===== src/rtl/uart_tx_framer.sv =====
`default_nettype none
// ---------------------------------------------------------------------------
// uart_tx_framer : UART transmitter, internal baud divider, one-word holding
//                  register for gap-free back-to-back frames.
// Revision       : 1.0
// ---------------------------------------------------------------------------
module uart_tx_framer #(
  parameter int p_CLK_FREQUENCY = 12000000,
  parameter int p_BAUD_RATE     = 115200,
  parameter int p_DATA_BITS     = 8
) (
  input  logic                   i_clk,
  input  logic                   i_reset_n,
  input  logic [p_DATA_BITS-1:0] iv_data,
  input  logic                   i_valid,
  output logic                   o_ready,
  input  logic [1:0]             iv_parity_mode,
  input  logic                   i_two_stop,
  output logic                   o_output,
  output logic                   o_busy,
  output logic                   o_frame_done
);

  localparam int lp_DIV   = p_CLK_FREQUENCY / p_BAUD_RATE;
  localparam int c_CNT_W  = (lp_DIV > 1) ? $clog2(lp_DIV) : 1;
  localparam int c_BIT_W  = $clog2(p_DATA_BITS);

  localparam logic [c_CNT_W-1:0] c_CNT_LAST = c_CNT_W'(lp_DIV - 1);
  localparam logic [c_BIT_W-1:0] c_BIT_LAST = c_BIT_W'(p_DATA_BITS - 1);

  localparam logic [2:0] c_ST_IDLE   = 3'd0;
  localparam logic [2:0] c_ST_START  = 3'd1;
  localparam logic [2:0] c_ST_DATA   = 3'd2;
  localparam logic [2:0] c_ST_PARITY = 3'd3;
  localparam logic [2:0] c_ST_STOP   = 3'd4;

  if (lp_DIV < 2) begin : g_div_check
    $error("uart_tx_framer: clock/baud ratio must be at least 2");
  end

  if ((p_DATA_BITS < 5) || (p_DATA_BITS > 9)) begin : g_width_check
    $error("uart_tx_framer: p_DATA_BITS must be in 5..9");
  end

  logic [2:0]             r_state;
  logic [c_CNT_W-1:0]     r_baud_cnt;
  logic [c_BIT_W-1:0]     r_bit_cnt;
  logic [p_DATA_BITS-1:0] r_shift;
  logic [p_DATA_BITS-1:0] r_hold_data;
  logic                   r_hold_full;
  logic [1:0]             r_parity_mode;
  logic                   r_two_stop;
  logic                   r_parity_bit;
  logic                   r_output;
  logic                   r_frame_done;

  logic [2:0]             w_state_next;
  logic [c_BIT_W-1:0]     w_bit_cnt_next;
  logic                   w_bit_end;
  logic                   w_load;
  logic                   w_frame_end;
  logic                   w_shift_en;
  logic                   w_accept;
  logic                   w_parity_calc;
  logic [p_DATA_BITS-1:0] w_shift_next;
  logic                   w_output_next;

  assign w_bit_end = (r_state != c_ST_IDLE) && (r_baud_cnt == c_CNT_LAST);

  // State register plus all datapath registers that follow the FSM.
  always_ff @(posedge i_clk or negedge i_reset_n) begin
    if (!i_reset_n) begin
      r_state       <= c_ST_IDLE;
      r_baud_cnt    <= '0;
      r_bit_cnt     <= '0;
      r_shift       <= '0;
      r_hold_data   <= '0;
      r_hold_full   <= 1'b0;
      r_parity_mode <= 2'b00;
      r_two_stop    <= 1'b0;
      r_parity_bit  <= 1'b0;
      r_output      <= 1'b1;
      r_frame_done  <= 1'b0;
    end else begin
      r_state      <= w_state_next;
      r_bit_cnt    <= w_bit_cnt_next;
      r_shift      <= w_shift_next;
      r_output     <= w_output_next;
      r_frame_done <= w_frame_end;

      if (w_load) begin
        r_baud_cnt <= '0;
      end else if (r_state != c_ST_IDLE) begin
        r_baud_cnt <= (r_baud_cnt == c_CNT_LAST) ? '0 : r_baud_cnt + c_CNT_W'(1);
      end

      if (w_accept) begin
        r_hold_data <= iv_data;
        r_hold_full <= 1'b1;
      end else if (w_load) begin
        r_hold_full <= 1'b0;
      end

      // Frame configuration is taken at load, not at acceptance.
      if (w_load) begin
        r_parity_mode <= iv_parity_mode;
        r_two_stop    <= i_two_stop;
        r_parity_bit  <= w_parity_calc;
      end
    end
  end

  always_comb begin
    w_state_next   = r_state;
    w_bit_cnt_next = r_bit_cnt;
    w_load         = 1'b0;
    w_frame_end    = 1'b0;
    w_shift_en     = 1'b0;
    case (r_state)
      c_ST_IDLE: begin
        if (r_hold_full) begin
          w_load       = 1'b1;
          w_state_next = c_ST_START;
        end
      end
      c_ST_START: begin
        if (w_bit_end) begin
          w_state_next   = c_ST_DATA;
          w_bit_cnt_next = '0;
        end
      end
      c_ST_DATA: begin
        if (w_bit_end) begin
          if (r_bit_cnt == c_BIT_LAST) begin
            w_bit_cnt_next = '0;
            w_state_next   = (r_parity_mode != 2'b00) ? c_ST_PARITY : c_ST_STOP;
          end else begin
            w_bit_cnt_next = r_bit_cnt + c_BIT_W'(1);
            w_shift_en     = 1'b1;
          end
        end
      end
      c_ST_PARITY: begin
        if (w_bit_end) begin
          w_state_next   = c_ST_STOP;
          w_bit_cnt_next = '0;
        end
      end
      c_ST_STOP: begin
        if (w_bit_end) begin
          if (r_two_stop && (r_bit_cnt == '0)) begin
            w_bit_cnt_next = c_BIT_W'(1);
          end else begin
            // Reloading here keeps consecutive frames free of idle cycles.
            w_frame_end    = 1'b1;
            w_bit_cnt_next = '0;
            if (r_hold_full) begin
              w_load       = 1'b1;
              w_state_next = c_ST_START;
            end else begin
              w_state_next = c_ST_IDLE;
            end
          end
        end
      end
      default: begin
        w_state_next   = c_ST_IDLE;
        w_bit_cnt_next = '0;
      end
    endcase
  end

  always_comb begin
    w_accept = i_valid & ~r_hold_full;

    case (iv_parity_mode)
      2'b01:   w_parity_calc = ^r_hold_data;
      2'b10:   w_parity_calc = ~(^r_hold_data);
      default: w_parity_calc = 1'b1;
    endcase

    if (w_load) begin
      w_shift_next = r_hold_data;
    end else if (w_shift_en) begin
      w_shift_next = r_shift >> 1;
    end else begin
      w_shift_next = r_shift;
    end

    // The line register is driven from the upcoming state so it changes on the same edge.
    case (w_state_next)
      c_ST_START:  w_output_next = 1'b0;
      c_ST_DATA:   w_output_next = w_shift_next[0];
      c_ST_PARITY: w_output_next = r_parity_bit;
      default:     w_output_next = 1'b1;
    endcase

    o_ready      = ~r_hold_full;
    o_busy       = (r_state != c_ST_IDLE) | r_hold_full;
    o_output     = r_output;
    o_frame_done = r_frame_done;
  end

endmodule
`default_nettype wire

===== config.mk =====
export PLATFORM = sky130hd
export DESIGN_NAME = uart_tx_framer
export DESIGN_NICKNAME = d
export VERILOG_FILES = /design/src/rtl/uart_tx_framer.sv
export SDC_FILE = /design/constraint.sdc
export NUM_CORES = 1
export LEC_CHECK = 0
export CAP_MARGIN = 25
export CORE_MARGIN = 4
export CORE_UTILIZATION = 32
export CTS_CLUSTER_DIAMETER = 150
export DETAILED_ROUTE_END_ITERATION = 10
export GPL_ROUTABILITY_DRIVEN = 0
export GPL_TIMING_DRIVEN = 0
export REMOVE_ABC_BUFFERS = 1
export SYNTH_ARGS = -nofsm -noshare
export SYNTH_HDL_FRONTEND = slang
export SYNTH_SLANG_ARGS = --single-unit

===== constraint.sdc =====
create_clock -name i_clk -period 3.2 [get_ports i_clk]
set_input_delay 0.64 -clock i_clk [delete_from_list [all_inputs] [get_ports i_clk]]
set_output_delay 0.64 -clock i_clk [all_outputs]
set_load 0.1 [all_outputs]

# Word-level counts from Yosys, hierarchy flattened
# Index checks and enable logic that the tools add are counted.
# W data, S select, Z words.
[totals]
ff_bits = 36
inputBits = 14
[op_classes]
n_addsub = 2
n_eq_ne = 14
n_mux = 35
bitwise = 5
reduce_logical = 12
[ops]
columns = ["operator", "n"]
rows = [
  ["$mux W3", 12],
  ["$mux W7", 3],
  ["$mux W8", 2],
  ["$pmux W3 S5", 1],
  ["$mux W1", 13],
  ["$eq A3 B2 Y1 const B", 4],
  ["$pmux W3 S4", 1],
  ["$reduce_bool A2 Y1", 4],
  ["$reduce_xor A8 Y1", 1],
  ["$add A7 B1 Y7 const B", 1],
  ["$eq A7 B7 Y1 const B", 1],
  ["$eq A3 B1 Y1 const B", 2],
  ["$eq A3 B3 Y1 const B", 2],
  ["$logic_not A3 Y1", 2],
  ["$ne A2 B2 Y1 const B", 2],
  ["$pmux W1 S2", 2],
  ["$reduce_and A4 Y1", 1],
  ["$add A3 B1 Y3 const B", 1],
  ["$not A1 Y1", 3],
  ["$pmux W1 S3", 1],
  ["$reduce_bool A3 Y1", 1],
  ["$eq A2 B1 Y1 const B", 1],
  ["$eq A2 B2 Y1 const B", 1],
  ["$logic_and A1 B1 Y1", 2],
  ["4 further kinds", 4],
]

# Longest topological paths before layout
# Gate-level depths: netlist (run 1).
[logic_depth]
ltp_word = 7
mapped_depth = 9
mapped_depth_nobuf = 7

# Worst setup path after synthesis (run 1)
# No wires, ideal clock.
[synth_path]
kind = "register to register"
from = "register r_bit_cnt[0]"
to = "register r_shift[0]"
setup_time_ps = 131
t_arrival_ps = 1893
required_ps = 3069
setup_slack_ps = 1176
stages_incl_launch_ff = 7
n_path_buf = 0
period_less_slack_ps = 2024
cell_sequence = "dfrtp_1 > ha_1 > ha_1 > or4b_4 > nor3_4 > mux2i_1 > mux2i_1"
[synth_via]
elab_chain_cells = 6
word_cells_on_any_way = 11
cone_classes = "eq/ne: 1; mux: 8; reduce/logical: 2"
[synth_rtl]
columns = ["item", "line_no", "text"]
rows = [
  ["from (decl)", "47", "logic [c_BIT_W-1:0] r_bit_cnt;"],
  ["from (signal assigned)", "86", "r_bit_cnt <= w_bit_cnt_next;"],
  ["$eq A3 B3 Y1 / $logic_not A3 Y1 (equally long branches)", "134, 151", ""],
  ["$mux W1 / $logic_and A1 B1 Y1 (equally long branches)", "134, 151", ""],
  ["$mux W1 (on tied branches)", "133, 151", ""],
  ["$mux W1 (on tied branches)", "119, 150", ""],
  ["$mux W8 / $pmux W1 S2 (equally long branches)", "184, 119", ""],
  ["$mux W8 (*)", "182", "if (w_load) begin"],
  ["net w_shift_next[0]", "65", "logic [p_DATA_BITS-1:0] w_shift_next;"],
  ["to (signal assigned)", "87", "r_shift <= w_shift_next;"],
  ["to (decl)", "48", "logic [p_DATA_BITS-1:0] r_shift;"],
]
# Mark *: on every way through the listed nets, which the timed path passes. The rest lies on a longest branch. The select of a mux whose other input is x is not followed.
# A chain may end at the register's enable or synchronous reset.

# Final worst setup path (run 1)
[layout_path]
from = "register r_state[0]"
to = "output o_busy"
[layout_via]
elab_chain_cells = 2
[layout_rtl]
columns = ["item", "line_no", "text"]
rows = [
  ["from (decl)", "45", "logic [2:0] r_state;"],
  ["from (signal assigned)", "73", "r_state <= c_ST_IDLE;"],
  ["from (signal assigned)", "85", "r_state <= w_state_next;"],
  ["$reduce_bool A3 Y1", "199", "o_busy = (r_state != c_ST_IDLE) | r_hold_full;"],
  ["$or A1 B1 Y1", "199", ""],
  ["to (decl)", "20", "output logic o_busy,"],
]
# No other way between the ends.

==> results.ini, run 1 <==
[setup_path]
end_kind=primary output
cp_slowest_stage_delay_ns=0.72
cp.arrival_ns=2.17
crit_family=simple AND/OR/NAND/NOR gates
path_class=reg2out
path_buf_inv=1
slowest_stage=or4_1
start_kind=register
crit_chain=or4_1 > dlygate4sd2_1
crit_fanout=12
cp.required_ns=2.56

[clock_tree]
clockBufferDepth=2
clk-insertion-delay-late_ns=0.29
cts.sinks=36
cts_root_buf=clkbuf_8
cts_tree=yes
hold_buffers=0
numCtsBuffers=5
htree_levels=2
cts.clk_slew.worst_paths_ns=0.07
post_cts_buffers=0

[synth]
yosys-top-cells-area=dfrtp_1, mux2_2, xnor2_1, nand2_1, ha_1
synth_fa_ha_area_frac=0.0469
yosys.area.top_type_share=0.476
synth_cell_types=45
syn_inst=175
synth_compound_area_frac=0.0904
synth-xor-area-share=0.0619
yosys.area.top_type=dfrtp_1
synth-simple-area-share=0.188
synthFlopType=dfrtp_1
ys_ff_latch=36
synth_area_um2=1840
synth_edf_count=0
synth.most_common_cell=dfrtp_1
synthArstFlopShare=1.00
synthMuxAreaShare=0.0775
synth_seq_area_share=0.490
synth.top_cells.by_count=dfrtp_1, nand2_1, nor2_1, xnor2_1, inv_1
syn_area_per_cell_um2=10.5
synth_top_family_by_area=simple AND/OR/NAND/NOR gates
yosys_warnings=0

[cells_and_area]
antennaDiodeCount=0
final_cells=264
final_util=0.386
final_nets=211
drive_gt1_frac=0.141
syn_to_final_growth_pct=16.1
final_cell_area_um2=2140
fillers=577

[floorplanning]
rows=27
core_area_um2=5540
die-height_um=83.8
die_width_um=83.8
start_util=0.332
boundaryPins=18
die_area_um2=7030

[sta]
setup_viol=0
period_minus_slack_ns=2.81
relSlewSlack=0.346
worst_slew_pin_slew_ns=0.977
drv_slew=0
fmax_ghz=0.356
final.setup_skew_ns=0.00907
tns_ns=0
hold_viol_final=0
min_period_over_period=0.878
grt_setup_unrepaired=no

[place]
dp_hpwl_um=2380
portBuffers=17
dp_cells=256
placed_cell_area_um2=2050

[route]
totalWireLength_um=3250
drt_iter0_markers=46
dr_total_vias=1280
ant_nets=0
post_drt_wl_per_cell_um=12.3
post-route-drc-count=0
via_per_inst=4.85
firstDrtPassIters=4

[global_route]
grt_start_max_net_pins=37
grt_pass1_vias=1255
grt.total_usage=0.0980
grt_overflow=0
grt_pass1_wl_um=5550
antenna_found_initial=0

[run]
max_cap_violations=0

[pwr]
p_leak_uw=0.000933
ir_worst_vdd_uv=496
finalPower_uw=1660
power.density_nw_per_um2=776

[min_path]
hold_class=in2async

[outcome]
status=finished, final reports clean

report_power, final:
| part | total, uW | switching, uW | internal [uW] |
|---|---|---|---|
| combinational | 586 | 280 | 307 |
| clock | 311 | 159 | 152 |
| sequential | 760 | 136 | 625 |
| total | 1660 | 575 | 1080 |
cell usage in the layout, fill, tap and decap left out, types with 2 or more instances in the layout:
| master | n |
|---|---|
| dfrtp_1 | 35 |
| nand2_1 | 26 |
| clkdlybuf4s50_1 | 15 |
| nor2_1 | 12 |
| xnor2_1 | 12 |
| inv_1 | 11 |
| mux2_2 | 10 |
| ha_1 | 6 |
| nand3_1 | 5 |
| clkbuf_8 | 5 |
| nor3_1 | 4 |
| o21ai_0 | 4 |
| a21oi_1 | 4 |
| o22ai_1 | 3 |
| mux2i_1 | 3 |
| o32ai_1 | 2 |
| nor2b_1 | 2 |
| and4_4 | 2 |
| and3_1 | 2 |
metrics by stage:
| step | hold slack (ns) | setup slack (ns) |
|---|---|---|
| finish | 0.435 | 0.390 |
| global route | 0.499 | 0.306 |
| CTS | 0.466 | 0.374 |
| detailed placement | 0.472 | 0.327 |
| global placement | 0.466 | 0.322 |
| floorplan | 0.344 | 0.788 |
state kept, by name (all words and copies together) (netlist names):
name,count
r_hold_full,1
r_baud_cnt,7
o_frame_done,1
r_bit_cnt,3
r_shift,8
r_parity_bit,1
o_output,1
r_hold_data,8
r_two_stop,1
r_state,3
r_parity_mode,2
area by class of cell:
cell class	instances	area, um2	area share
clock buffer	6	72.6	0.0340
timing repair buffer	17	164	0.0767
inverter	11	41.3	0.0193
tap	72	90.1	0.0422
multi-input combinational	120	855	0.400
clock inverter	2	12.5	0.00585
sequential	36	902	0.422
routing by layer:
metal,global-route usage,vias up,part of all wire
met3,0.0336,7,0.033
li1,-,637,-
met4,0.0439,0,0.022
met1,0.122,615,0.47
met5,0,-,0
met2,0.153,21,0.47
worst reg2reg max path, delay by kind of cell, from the launching register on:
kind | cells | cell delay (ns)
muxes | 1 | 0.41
adders and majority gates | 1 | 0.26
AOI/OAI and AO/OA | 1 | 0.36
DFF | 1 | 0.40
and+or+nand+nor | 2 | 0.79
path summary, 6_finish.rpt:
| path | start | to | slack, ns | cells past startpoint |
|---|---|---|---|---|
| setup reg to reg | r_baud_cnt[0]$_DFFE_PN0P_ | r_two_stop$_DFFE_PN0P_ | 0.86 | 5 |
| hold reg to reg | r_shift[6]$_DFFE_PN0P_ | r_shift[6]$_DFFE_PN0P_ | 0.49 | 2 |
| max in group asynchronous | i_reset_n | r_hold_data[4]$_DFFE_PN0P_ | 2.26 | 1 |
| min in group i_clk | r_shift[6]$_DFFE_PN0P_ | r_shift[6]$_DFFE_PN0P_ | 0.49 | 2 |
| setup / recovery | r_state[0]$_DFF_PN0_ | o_busy | 0.39 | 2 |
| hold / removal | i_reset_n | r_hold_data[0]$_DFFE_PN0P_ | 0.44 | 1 |
logic make-up (layout without fill, tap and decap cells):
family                   count (synthesis)  in the layout
AO/OA/AOI/OAI                           23             23
flip-flops                              36             36
multiplexers                            13             13
AND/OR/NAND/NOR                         64             64
adder cells (fa/ha/maj)                  7              7
buffers and inverters                   19             36
XOR/XNOR                                13             13
repair_timing:
| item | in CTS | in global routing |
|---|---|---|
| gates resized for setup | 1 | 0 |
| endpoints found under the hold margin | 0 | 0 |
| endpoints found under the setup margin | 1 | 0 |
Power figures use the tool's default switching activity.
==> run 2, diff against run 1 <==
Settings changed: HOLD_SLACK_MARGIN set to 0.1.
==> results of run 2 <==
Same layout as run 1: the final DEF is identical, and so are final timing and power.
==> run 3, diff against run 2 <==
Settings changed: SLEW_MARGIN set to 15.
==> run 3 against run 2 <==
Compared with the run above: critical path depth is the same; flip-flop and latch count unchanged; worst setup slack got worse by 0.0081 ns; core utilization grew 0.97 points; sequential share of layout area decreased by 1.0 points; final cell count up 0.38%; clock skew decreased by 0.00082 ns; largest cell class unchanged; largest power group unchanged.
==> results.ini, run 3 (synthesized netlist as in run 1, its figures left out) <==
[sta]
period_minus_slack_ns=2.82  ; +0.00810 ns
tns_ns=0  ; unchanged
drv_slew=0  ; unchanged
fmax_ghz=0.355  ; -0.29%
min_period_over_period=0.881  ; +0.00253
setup_viol=0  ; unchanged
timing.hold.ws_ns=0.264  ; -0.172 ns
hold_viol_final=0  ; unchanged
grt_setup_unrepaired=no
worst_slew_pin_slew_ns=0.983  ; +0.00575 ns
final.setup_skew_ns=0.00826  ; -0.000816 ns
relSlewSlack=0.343  ; -0.00385

[global_route]
antenna_found_initial=0  ; unchanged
grt_pass1_vias=1259  ; +0.32%
grt_pass1_wl_um=5570  ; +0.25%
grt_start_max_net_pins=22  ; -41%
grt_overflow=0  ; unchanged
grt.total_usage=0.0988  ; +0.000782

[floorplanning]
boundaryPins=18  ; unchanged
die-height_um=83.8  ; unchanged
die_width_um=83.8  ; unchanged
rows=27  ; unchanged
core_area_um2=5540  ; unchanged
die_area_um2=7030  ; unchanged
start_util=0.332  ; unchanged

[clock_tree]
cts.clk_slew.worst_paths_ns=0.08  ; about the same
htree_levels=2  ; unchanged
clockBufferDepth=2  ; unchanged
numCtsBuffers=5  ; unchanged
cts_root_buf=clkbuf_8
cts_tree=yes
hold_buffers=0  ; unchanged
clk-insertion-delay-late_ns=0.30  ; about the same
cts.sinks=36  ; unchanged

[cells_and_area]
drive_gt1_frac=0.150  ; +0.00963
final_nets=212  ; +0.47%
final_cell_area_um2=2190  ; +2.5%
syn_to_final_growth_pct=19.0
layout_common_cells=dfrtp_1, nand2_1, clkdlybuf4s50_1
final_common_cell=dfrtp_1
reg.largest.list=r_hold_data x8, r_shift x8, r_baud_cnt x7
final_cells=265  ; +0.38%
antennaDiodeCount=0  ; unchanged

[setup_path]
startpoint=r_state[0]$_DFF_PN0_
end_kind=primary output
crit_fanout=12  ; unchanged
cp.arrival_ns=2.18  ; about the same
r2r_cells=5  ; unchanged
start_kind=register
r2r-start=r_baud_cnt[0]$_DFFE_PN0P_
r2r_setup_slack_ns=0.84  ; -0.02 ns
worstReg2RegEnd=r_two_stop$_DFFE_PN0P_
cp.required_ns=2.56  ; about the same
path_class=reg2out
cp-endpoint=o_busy

[route]
drt_iter0_markers=37  ; -20%
ant_nets=0  ; unchanged
post_drt_wl_per_cell_um=12.6  ; +2.0%
totalWireLength_um=3330  ; +2.4%
via_per_inst=4.83  ; -0.38%
firstDrtPassIters=4  ; unchanged
dr_total_vias=1280  ; unchanged
post-route-drc-count=0  ; unchanged

[place]
dp_cells=257  ; +0.39%
placed_cell_area_um2=2080  ; +1.3%
dp_hpwl_um=2450  ; +3.0%
portBuffers=17  ; unchanged

[min_path]
hold_class=in2async

[run]
max_cap_violations=0  ; unchanged

[outcome]
status=finished, final reports clean

[pwr]
power.density_nw_per_um2=800  ; +3.2%
finalPower_uw=1750  ; +5.8%
ir_worst_vdd_uv=507  ; +2.2%
p_leak_uw=0.000959  ; +2.7%

## run 3: cell count changes in the layout (fill, tap and decap cells not counted)
cell       before  now
buf_16          0    1
bufinv_16       0    1
clkbuf_1        1    0
## run 3: area by class of cell
type                       instances  area, um2
tap                               72       90.1
inverter                          11       41.3
clock inverter                     3       42.5
multi-input combinational        120        855
fill                             575       3350
sequential                        36        902
clock buffer                       5       68.8
timing repair buffer              18        191
## run 3: through the flow
step / util / setup WS [ns]
2_1_floorplan: - / 0.788
3_3_place_gp: 0.372 / 0.322
3_5_place_dp: 0.376 / 0.321
4_1_cts: 0.395 / 0.369
5_1_grt: 0.395 / 0.313
6_report: 0.395 / 0.382
## run 3: critical path, cell delays in order, from the launching register on
cell and delay (ns):
dfrtp_1 0.52, or4_1 0.71, dlygate4sd2_1 0.65
## run 3: worst min-delay path by stage
stage	from	to	slack, ns	cells past startpoint
finish	i_reset_n	o_frame_done$_DFF_PN0_	0.26	1
global route	i_reset_n	o_frame_done$_DFF_PN0_	0.29	1
CTS	i_reset_n	o_frame_done$_DFF_PN0_	0.27	1
detailed placement	r_shift[6]$_DFFE_PN0P_	r_shift[6]$_DFFE_PN0P_	0.47	2
global placement	r_shift[6]$_DFFE_PN0P_	r_shift[6]$_DFFE_PN0P_	0.47	2
floorplan	i_reset_n	o_frame_done$_DFF_PN0_	0.34	0
## run 3: power by group
| part | switching [uW] | internal, uW | total, uW | leakage (uW) |
|---|---|---|---|---|
| Combinational | 282 | 310 | 592 | 0.000462 |
| Sequential | 135 | 625 | 759 | 0.000443 |
| Clock | 172 | 231 | 402 | 0.0000541 |
| Total | 588 | 1170 | 1750 | 0.000959 |
## run 3: what timing repair did
| item | CTS | global route |
|---|---|---|
| hold endpoints to repair | 0 | 0 |
| setup buffers | 0 | 0 |
| resized for setup | 1 | 0 |
| setup endpoints to repair | 1 | 0 |
## run 3: metal layers
metal | GRT usage | vias to the layer above | share of wire
li1 | - | 637 | -
met1 | 0.119 | 610 | 0.47
met2 | 0.160 | 26 | 0.47
met3 | 0.0296 | 7 | 0.036
met4 | 0.0497 | 0 | 0.021
met5 | 0 | - | 0
